File: src/rtl/time_set_ctrl.sv
`default_nettype none
// ============================================================================
//  Module   : time_set_ctrl
//  Purpose  : Three-button time/date edit controller with long/short press
//             detection, field wrap with day-of-month clamping and edit timeout.
//  Revision : 1.0
// ============================================================================
module time_set_ctrl #(
    parameter int LONG_CYC    = 2500000,
    parameter int TIMEOUT_CYC = 1000000000
) (
    input  logic        clk,
    input  logic        rst,
    input  logic        button_mid,
    input  logic        button_up,
    input  logic        button_down,
    input  logic [15:0] cur_year,
    input  logic [7:0]  cur_month,
    input  logic [7:0]  cur_day,
    input  logic [7:0]  cur_hour,
    input  logic [7:0]  cur_minute,
    input  logic [7:0]  cur_sec,
    output logic [15:0] year,
    output logic [7:0]  month,
    output logic [7:0]  day,
    output logic [7:0]  hour,
    output logic [7:0]  minute,
    output logic [7:0]  sec,
    output logic        load,
    output logic        set_active,
    output logic [2:0]  field_sel
);

    localparam int c_lw = $clog2(LONG_CYC + 1);
    localparam int c_tw = $clog2(TIMEOUT_CYC + 1);

    typedef enum logic [2:0] {
        IDLE      = 3'd0,
        SET_YEAR  = 3'd1,
        SET_MONTH = 3'd2,
        SET_DAY   = 3'd3,
        SET_HOUR  = 3'd4,
        SET_MIN   = 3'd5,
        SET_SEC   = 3'd6,
        COMMIT    = 3'd7
    } state_t;

    state_t          state_q, state_d;
    logic [c_lw-1:0] press_cnt_q, press_cnt_d;
    logic [c_tw-1:0] to_cnt_q, to_cnt_d;
    logic            mid_block_q, mid_block_d;
    logic            up_prev_q, dn_prev_q;
    logic [15:0]     year_q, year_d;
    logic [7:0]      month_q, month_d, day_q, day_d;
    logic [7:0]      hour_q, hour_d, minute_q, minute_d, sec_q, sec_d;
    logic            load_q, load_d, set_active_q, set_active_d;
    logic [2:0]      field_sel_q, field_sel_d;

    function automatic logic [7:0] f_dim(input logic [7:0] m, input logic [15:0] y);
        case (m)
            8'd4, 8'd6, 8'd9, 8'd11: f_dim = 8'd30;
            8'd2:                    f_dim = (y[1:0] == 2'b00) ? 8'd29 : 8'd28;
            default:                 f_dim = 8'd31;
        endcase
    endfunction

    function automatic logic [7:0] f_step8(input logic [7:0] v, input logic [7:0] lo,
                                           input logic [7:0] hi, input logic up);
        if (up) f_step8 = (v >= hi) ? lo : v + 8'd1;
        else    f_step8 = (v <= lo) ? hi : v - 8'd1;
    endfunction

    function automatic logic [15:0] f_step16(input logic [15:0] v, input logic up);
        if (up) f_step16 = (v >= 16'd2099) ? 16'd2000 : v + 16'd1;
        else    f_step16 = (v <= 16'd2000) ? 16'd2099 : v - 16'd1;
    endfunction

    function automatic logic [7:0] f_clamp(input logic [7:0] d, input logic [7:0] lim);
        f_clamp = (d > lim) ? lim : d;
    endfunction

    logic w_long, w_short, w_up_rise, w_dn_rise, w_step_up, w_step_dn;
    logic w_in_set, w_quiet, w_timeout;
    logic [15:0] w_cap_year;
    logic [7:0]  w_cap_month, w_cap_day, w_cap_hour, w_cap_minute, w_cap_sec;

    // Long fires as the count steps to LONG_CYC-1, so every release lands on
    // exactly one of long or short.
    assign w_long    = button_mid && !mid_block_q && (press_cnt_q == c_lw'(LONG_CYC - 2));
    assign w_short   = !button_mid && (press_cnt_q != '0) && (press_cnt_q < c_lw'(LONG_CYC - 1));
    assign w_up_rise = button_up && !up_prev_q;
    assign w_dn_rise = button_down && !dn_prev_q;
    assign w_step_up = w_up_rise && !w_dn_rise;
    assign w_step_dn = w_dn_rise && !w_up_rise;
    assign w_in_set  = (state_q != IDLE) && (state_q != COMMIT);
    assign w_quiet   = !(button_mid || button_up || button_down);
    assign w_timeout = w_in_set && w_quiet && (to_cnt_q >= c_tw'(TIMEOUT_CYC - 1));

    assign w_cap_year   = (cur_year >= 16'd2000 && cur_year <= 16'd2099) ? cur_year : 16'd2000;
    assign w_cap_month  = (cur_month >= 8'd1 && cur_month <= 8'd12) ? cur_month : 8'd1;
    assign w_cap_day    = (cur_day >= 8'd1 && cur_day <= f_dim(w_cap_month, w_cap_year)) ? cur_day : 8'd1;
    assign w_cap_hour   = (cur_hour <= 8'd23) ? cur_hour : 8'd0;
    assign w_cap_minute = (cur_minute <= 8'd59) ? cur_minute : 8'd0;
    assign w_cap_sec    = (cur_sec <= 8'd59) ? cur_sec : 8'd0;

    always_comb begin
        press_cnt_d = '0;
        if (button_mid && !mid_block_q) begin
            press_cnt_d = (press_cnt_q == c_lw'(LONG_CYC)) ? press_cnt_q : press_cnt_q + 1'b1;
        end
        mid_block_d = mid_block_q && button_mid;
        to_cnt_d = '0;
        if (w_in_set && w_quiet) begin
            to_cnt_d = (to_cnt_q == c_tw'(TIMEOUT_CYC)) ? to_cnt_q : to_cnt_q + 1'b1;
        end
    end

    always_comb begin
        state_d = state_q;
        case (state_q)
            IDLE:   if (w_long) state_d = SET_YEAR;
            COMMIT: state_d = IDLE;
            default: begin
                if (w_long) begin
                    state_d = IDLE;
                end else if (w_short) begin
                    case (state_q)
                        SET_YEAR:  state_d = SET_MONTH;
                        SET_MONTH: state_d = SET_DAY;
                        SET_DAY:   state_d = SET_HOUR;
                        SET_HOUR:  state_d = SET_MIN;
                        SET_MIN:   state_d = SET_SEC;
                        default:   state_d = COMMIT;
                    endcase
                end else if (w_timeout) begin
                    state_d = IDLE;
                end
            end
        endcase
        load_d       = (state_d == COMMIT);
        set_active_d = (state_d != IDLE) && (state_d != COMMIT);
        field_sel_d  = set_active_d ? state_d : 3'd0;
    end

    always_comb begin
        year_d   = year_q;
        month_d  = month_q;
        day_d    = day_q;
        hour_d   = hour_q;
        minute_d = minute_q;
        sec_d    = sec_q;
        if (state_q == IDLE && w_long) begin
            year_d   = w_cap_year;
            month_d  = w_cap_month;
            day_d    = w_cap_day;
            hour_d   = w_cap_hour;
            minute_d = w_cap_minute;
            sec_d    = w_cap_sec;
        end else if (w_in_set && !w_long && (w_step_up || w_step_dn)) begin
            case (state_q)
                SET_YEAR: begin
                    year_d = f_step16(year_q, w_step_up);
                    day_d  = f_clamp(day_q, f_dim(month_q, year_d));
                end
                SET_MONTH: begin
                    month_d = f_step8(month_q, 8'd1, 8'd12, w_step_up);
                    day_d   = f_clamp(day_q, f_dim(month_d, year_q));
                end
                SET_DAY:  day_d    = f_step8(day_q, 8'd1, f_dim(month_q, year_q), w_step_up);
                SET_HOUR: hour_d   = f_step8(hour_q, 8'd0, 8'd23, w_step_up);
                SET_MIN:  minute_d = f_step8(minute_q, 8'd0, 8'd59, w_step_up);
                default:  sec_d    = f_step8(sec_q, 8'd0, 8'd59, w_step_up);
            endcase
        end
    end

    // Block and previous-level flags come out of reset set, so a button held
    // across reset release is treated as already pressed until let go.
    always_ff @(posedge clk or posedge rst) begin
        if (rst) begin
            state_q      <= IDLE;
            press_cnt_q  <= '0;
            to_cnt_q     <= '0;
            mid_block_q  <= 1'b1;
            up_prev_q    <= 1'b1;
            dn_prev_q    <= 1'b1;
            year_q       <= 16'd2000;
            month_q      <= 8'd1;
            day_q        <= 8'd1;
            hour_q       <= 8'd0;
            minute_q     <= 8'd0;
            sec_q        <= 8'd0;
            load_q       <= 1'b0;
            set_active_q <= 1'b0;
            field_sel_q  <= 3'd0;
        end else begin
            state_q      <= state_d;
            press_cnt_q  <= press_cnt_d;
            to_cnt_q     <= to_cnt_d;
            mid_block_q  <= mid_block_d;
            up_prev_q    <= button_up;
            dn_prev_q    <= button_down;
            year_q       <= year_d;
            month_q      <= month_d;
            day_q        <= day_d;
            hour_q       <= hour_d;
            minute_q     <= minute_d;
            sec_q        <= sec_d;
            load_q       <= load_d;
            set_active_q <= set_active_d;
            field_sel_q  <= field_sel_d;
        end
    end

    assign year       = year_q;
    assign month      = month_q;
    assign day        = day_q;
    assign hour       = hour_q;
    assign minute     = minute_q;
    assign sec        = sec_q;
    assign load       = load_q;
    assign set_active = set_active_q;
    assign field_sel  = field_sel_q;

endmodule
`default_nettype wire

File: config.mk
export PLATFORM = sky130hd
export DESIGN_NAME = time_set_ctrl
export DESIGN_NICKNAME = d
export VERILOG_FILES = /design/src/rtl/time_set_ctrl.sv
export SDC_FILE = /design/constraint.sdc
export NUM_CORES = 1
export LEC_CHECK = 0
export CORE_MARGIN = 5
export CORE_UTILIZATION = 35
export CTS_BUF_LIST = sky130_fd_sc_hd__clkbuf_8
export DETAILED_ROUTE_END_ITERATION = 6
export PLACE_DENSITY = 0.51
export SYNTH_ARGS = -nofsm -noshare
export SYNTH_HDL_FRONTEND = slang
export SYNTH_SLANG_ARGS = --single-unit
File: constraint.sdc
create_clock -name clk -period 11.85 [get_ports clk]
set_input_delay 2.37 -clock clk [delete_from_list [all_inputs] [get_ports clk]]
set_output_delay 2.37 -clock clk [all_outputs]
set_load 0.01 [all_outputs]
==> summary by stage <==
Place
The count of port buffers added during placement is 121. Routability-driven placement finished with a final weighted congestion of 0.848. The placed wire-length estimate is 18900 um. OpenSTA, run right after detailed placement, puts the worst setup slack at 4980 ps.

Timing
The shortest period the worst path allows is 6400 ps. In the finished design, the share of the clock period the worst path needs comes to 0.540. The worst slew slack as a fraction of its limit is 0.234. Setup slack closes at 5450 ps. The number of max-slew violations in the final report is 0. Between clock sinks in the finished design, the worst skew comes to 16.3 ps. The final hold violation count was 0.

The smallest hold slack is 511 ps. At the pin with the least slew margin, the transition time is 1140 ps. In the final timing run, aggregate negative setup slack is 0 ps.

The final number of setup-violating endpoints is 0. The achievable frequency is 156 MHz. Setup repair after global routing left no endpoint under its margin.

Logic synthesis
Of the total synthesized cell area, the portion taken by XOR and XNOR cells is 0.0603. The number of library cell types mapped by synthesis is 79. For this run, the leading register cell type out of synthesis is sky130_fd_sc_hd__dfrtp_1. The number of register bits inferred by synthesis is 119. After technology mapping, the gate count stands at 1087. The fraction of post-synthesis cell area in the top cell type by area is 0.310.

Of all flip-flops after synthesis, the portion carrying an async set or reset was 1.00. The average cell area after synthesis is 8.02 sq um. Yosys attributes the largest share of cell area to sky130_fd_sc_hd__dfrtp_1 31%, sky130_fd_sc_hd__o21ai_0 5.6%, sky130_fd_sc_hd__nor2_1 5.4%. The post-synthesis compound-gate area fraction came to 0.206. The portion of synthesized area spent on multiplexers is 0.00919. In this run, synthesis inferred 0 flip-flops with an integrated enable. The simple-gate share of the synthesized area is 0.288.

The synthesized-area fraction occupied by adder cells is 0.0459. The largest total area in the synthesized netlist belongs to sky130_fd_sc_hd__dfrtp_1. In the synthesized netlist, the cells that appear most often are 126 x sky130_fd_sc_hd__nor2_1, 108 x sky130_fd_sc_hd__dfrtp_1, 97 x sky130_fd_sc_hd__o21ai_0. The dominant combinational cell family by area after synthesis is simple AND/OR/NAND/NOR gates. The most common cell in the synthesized netlist is sky130_fd_sc_hd__nor2_1. Summing every instance area after synthesis gives 8720 sq um. The synthesized netlist net count is 1180. The Yosys step of the flow raised 0 warnings.

Of the synthesized area, sequential elements account for 0.343.

Setup path
The worst reg2reg path startpoint is up_prev_q$_DFF_PP1_. At the worst endpoint, the arrival time is 6740 ps. The worst-case reg-to-reg path depth is 18. The worst setup path is captured at a flip-flop. For flop-to-flop paths, the worst setup slack is 7410 ps. Counting stages on the worst path, the most repeated cell is sky130_fd_sc_hd__buf_4. On the worst path, the slowest cell contributes a delay of 690 ps.

The critical path is of the input pin to flip-flop type. The largest individual stage delay along the critical path comes from the cell sky130_fd_sc_hd__o22ai_1. For the worst setup path, the data required time is 12190 ps. The signal on the critical path passes through clkdlybuf4s50_1, nor2b_1, ha_2, buf_4, clkinv_1, buf_4, nand4_1, o22ai_1, mux2i_1, o221ai_1, and2_1, ha_1, nand2_1, o211ai_1, a22oi_1, nor3_1, or2_1, a22o_1, a31o_1. The startpoint kind of the worst setup timing path is an input pin.

Along the worst path, the maximum fanout reaches 63. In this run the critical register-to-register path is captured at day[1]$_DFFE_PP0P_.

Routing
The detailed router placed 8437 vias in this run. The total wire length is 26200 um. Wire segments on met3 add up to 1510 um in the final route. The detailed router finished its first iteration with 623 violations. The highest routing layer actually used is met4.

The met2 wire length is 12000 um. The first-pass iteration count of the detailed router is 5. The routed length per placed instance is 17.4 um. The detailed-route wire length on metal 1 is 12400 um. The number of nets with antenna violations after routing is 0. For this run, design rule violations remaining after detail routing come to 0.

In the routed layout, each cell is associated on average with a via count of 5.59.

Finish
Compared with the post-synthesis result, the final layout area differs by 21.3%. The final layout net count is 1266. Of the cells placed in the final design, the portion with a size suffix greater than 1 is 0.0667. The layout has 2483 filler cells. The number of antenna cells inserted is 0.

Flow run
The count of max-cap constraint violations is 0.

Clocking
Clock-pin slew was measured on the worst setup and hold paths at 80 ps. Once the clock tree was built, the setup fixing pass inserted 0 buffers. Counting the buffers created by CTS gives 17.

The total number of clock tree sinks is 119. The CTS H-tree depth is 4. TritonCTS built the clock tree. CTS placed an instance of sky130_fd_sc_hd__clkbuf_8 at the clock tree root.

The count of cells resized by post-cts repair is 0. The number of buffers on the longest clock path is 2. The clock reaches the later pin of the worst-skew pair after 450 ps. The count of hold buffers inserted by post-cts repair is 0.

Status
The run finished with clean final reports.

Power and ir drop
The share of power burned in combinational logic is 0.467. Power spread over the standard cell area amounts to 199 nW/um^2. The power dissipated by switching net loads is 922 uW. The switching portion of total power is 0.437.

The static leakage power is 4.04 nW. The sequential fraction of design power is 0.333. The peak ir drop on the vdd network is 0.0919 mV.

The cell internal power dissipation is 1.19 mW. The share of total power dissipated in the clock network is 0.200.

Global route
The maximum number of pins on one net before global-route repair is 76. The first global-routing pass estimated 42900 um of wire. Global routing finished with a remaining overflow of 0. The number of global-route vias before repair came to 8023.

The initial antenna violation count is 0. In the global route stage, overall resource usage came out at 0.184.

Floorplanning
The effective utilization at floorplan is 0.357. After floorplanning, the core was divided into 57 placement rows. The boundary pin count is 122. The floorplan step set the die width to 168 um. The total area inside the core boundary comes to 24400 sq um.

The die is 168 um tall. The total die area is 28200 sq um.

Min path
The source of the worst hold timing path is hour[7]$_DFFE_PP0P_. Counting instances, the worst hold path has a depth of 1. The type of the tightest min-delay check is flip-flop to flip-flop. The worst hold path terminates at hour[7]$_DFFE_PP0P_.
registers in the layout, summed over array words and instances, names as in the netlist:
| name | count |
|---|---|
| hour | 8 |
| dn_prev_q | 1 |
| up_prev_q | 1 |
| sec | 8 |
| state_q | 3 |
| set_active | 1 |
| minute | 8 |
| field_sel | 3 |
| day | 8 |
| load | 1 |
| year | 16 |
| month | 8 |
| press_cnt_q | 22 |
| to_cnt_q | 30 |
| mid_block_q | 1 |
area by class of cell:
class	instances	area (sq um)	area share
Sequential cell	119	2990	0.283
Tap cell	324	405	0.0383
Multi-Input combinational cell	870	5330	0.504
Clock buffer	17	234	0.0221
Inverter	35	134	0.0127
Clock inverter	14	201	0.0191
Timing Repair Buffer	130	1280	0.121
critical path: cells and delay by family:
kind            cells  cell delay, ps
compound gates      6            1740
fa+ha+maj           2             400
buf+inv             4            1110
mux                 1             160
simple gates        6             930
power by group through the flow:
stage | combinational, mW | clock, mW | sequential [mW]
floorplan | 0.677 | 0 | 0.633
global placement | 0.984 | 0 | 0.707
detailed placement | 0.980 | 0 | 0.706
CTS | 0.985 | 0.437 | 0.698
global route | 1.09 | 0.454 | 0.724
finish | 0.985 | 0.422 | 0.702
cells by family (layout without fill, tap and decap cells):
logic type	after synthesis	after routing
AND/OR/NAND/NOR	494	494
flip-flops	119	119
AO/OA/AOI/OAI	276	276
XOR/XNOR	60	60
adder cells (fa/ha/maj)	32	32
multiplexers	8	8
buffers and inverters	98	196
metal layers:
metal  vias to the layer above  GRT usage
li1                       4158          -
met1                      4006      0.255
met2                       251      0.292
met3                        22     0.0401
met4                         0     0.0519
met5                         -          0
cell usage in the layout (no fill, tap or decap), drive strengths merged, types with 10 or more instances in the layout:
cell           netlist  routed
a31oi               19      19
xor2                38      38
a21oi               46      46
clkbuf              36      17
o211ai              16      16
nand2               93      93
and3                18      18
nand4               18      18
nand2b              12      12
ha                  32      32
and4                10      10
o21ai               99      99
nor4                18      18
nor3                45      45
dfrtp              108     108
or3                 13      13
a211oi              12      12
clkdlybuf4s50        0     121
nand3               86      86
inv                 34      38
nor2               127     127
dfstp               11      11
xnor2               22      22
per-stage QoR:
stage / instance area (sq um) / util / std cells / power (mW)
6_report: 10600 / 0.433 / 1509 / 2.11
5_1_grt: 10600 / 0.433 / 1509 / 2.27
4_1_cts: 10600 / 0.433 / 1509 / 2.12
3_5_place_dp: 10100 / 0.416 / 1478 / 1.69
3_3_place_gp: 10100 / 0.416 / 1478 / 1.69
2_1_floorplan: 8720 / - / 1087 / 1.31
worst max path at each step:
stage / cells after the start / slack, ps / endpoint / from
after floorplan: 1 / 6340 / day[1]$_DFFE_PP0P_ / rst
after global routing: 19 / 5160 / day[1]$_DFFE_PP0P_ / button_up
after detailed placement: 19 / 4980 / day[1]$_DFFE_PP0P_ / button_up
after global placement: 19 / 5050 / day[1]$_DFFE_PP0P_ / button_up
final: 19 / 5450 / day[1]$_DFFE_PP0P_ / button_up
after CTS: 19 / 5480 / day[1]$_DFFE_PP0P_ / button_up
Note: power is estimated with default switching activity, not from simulation.
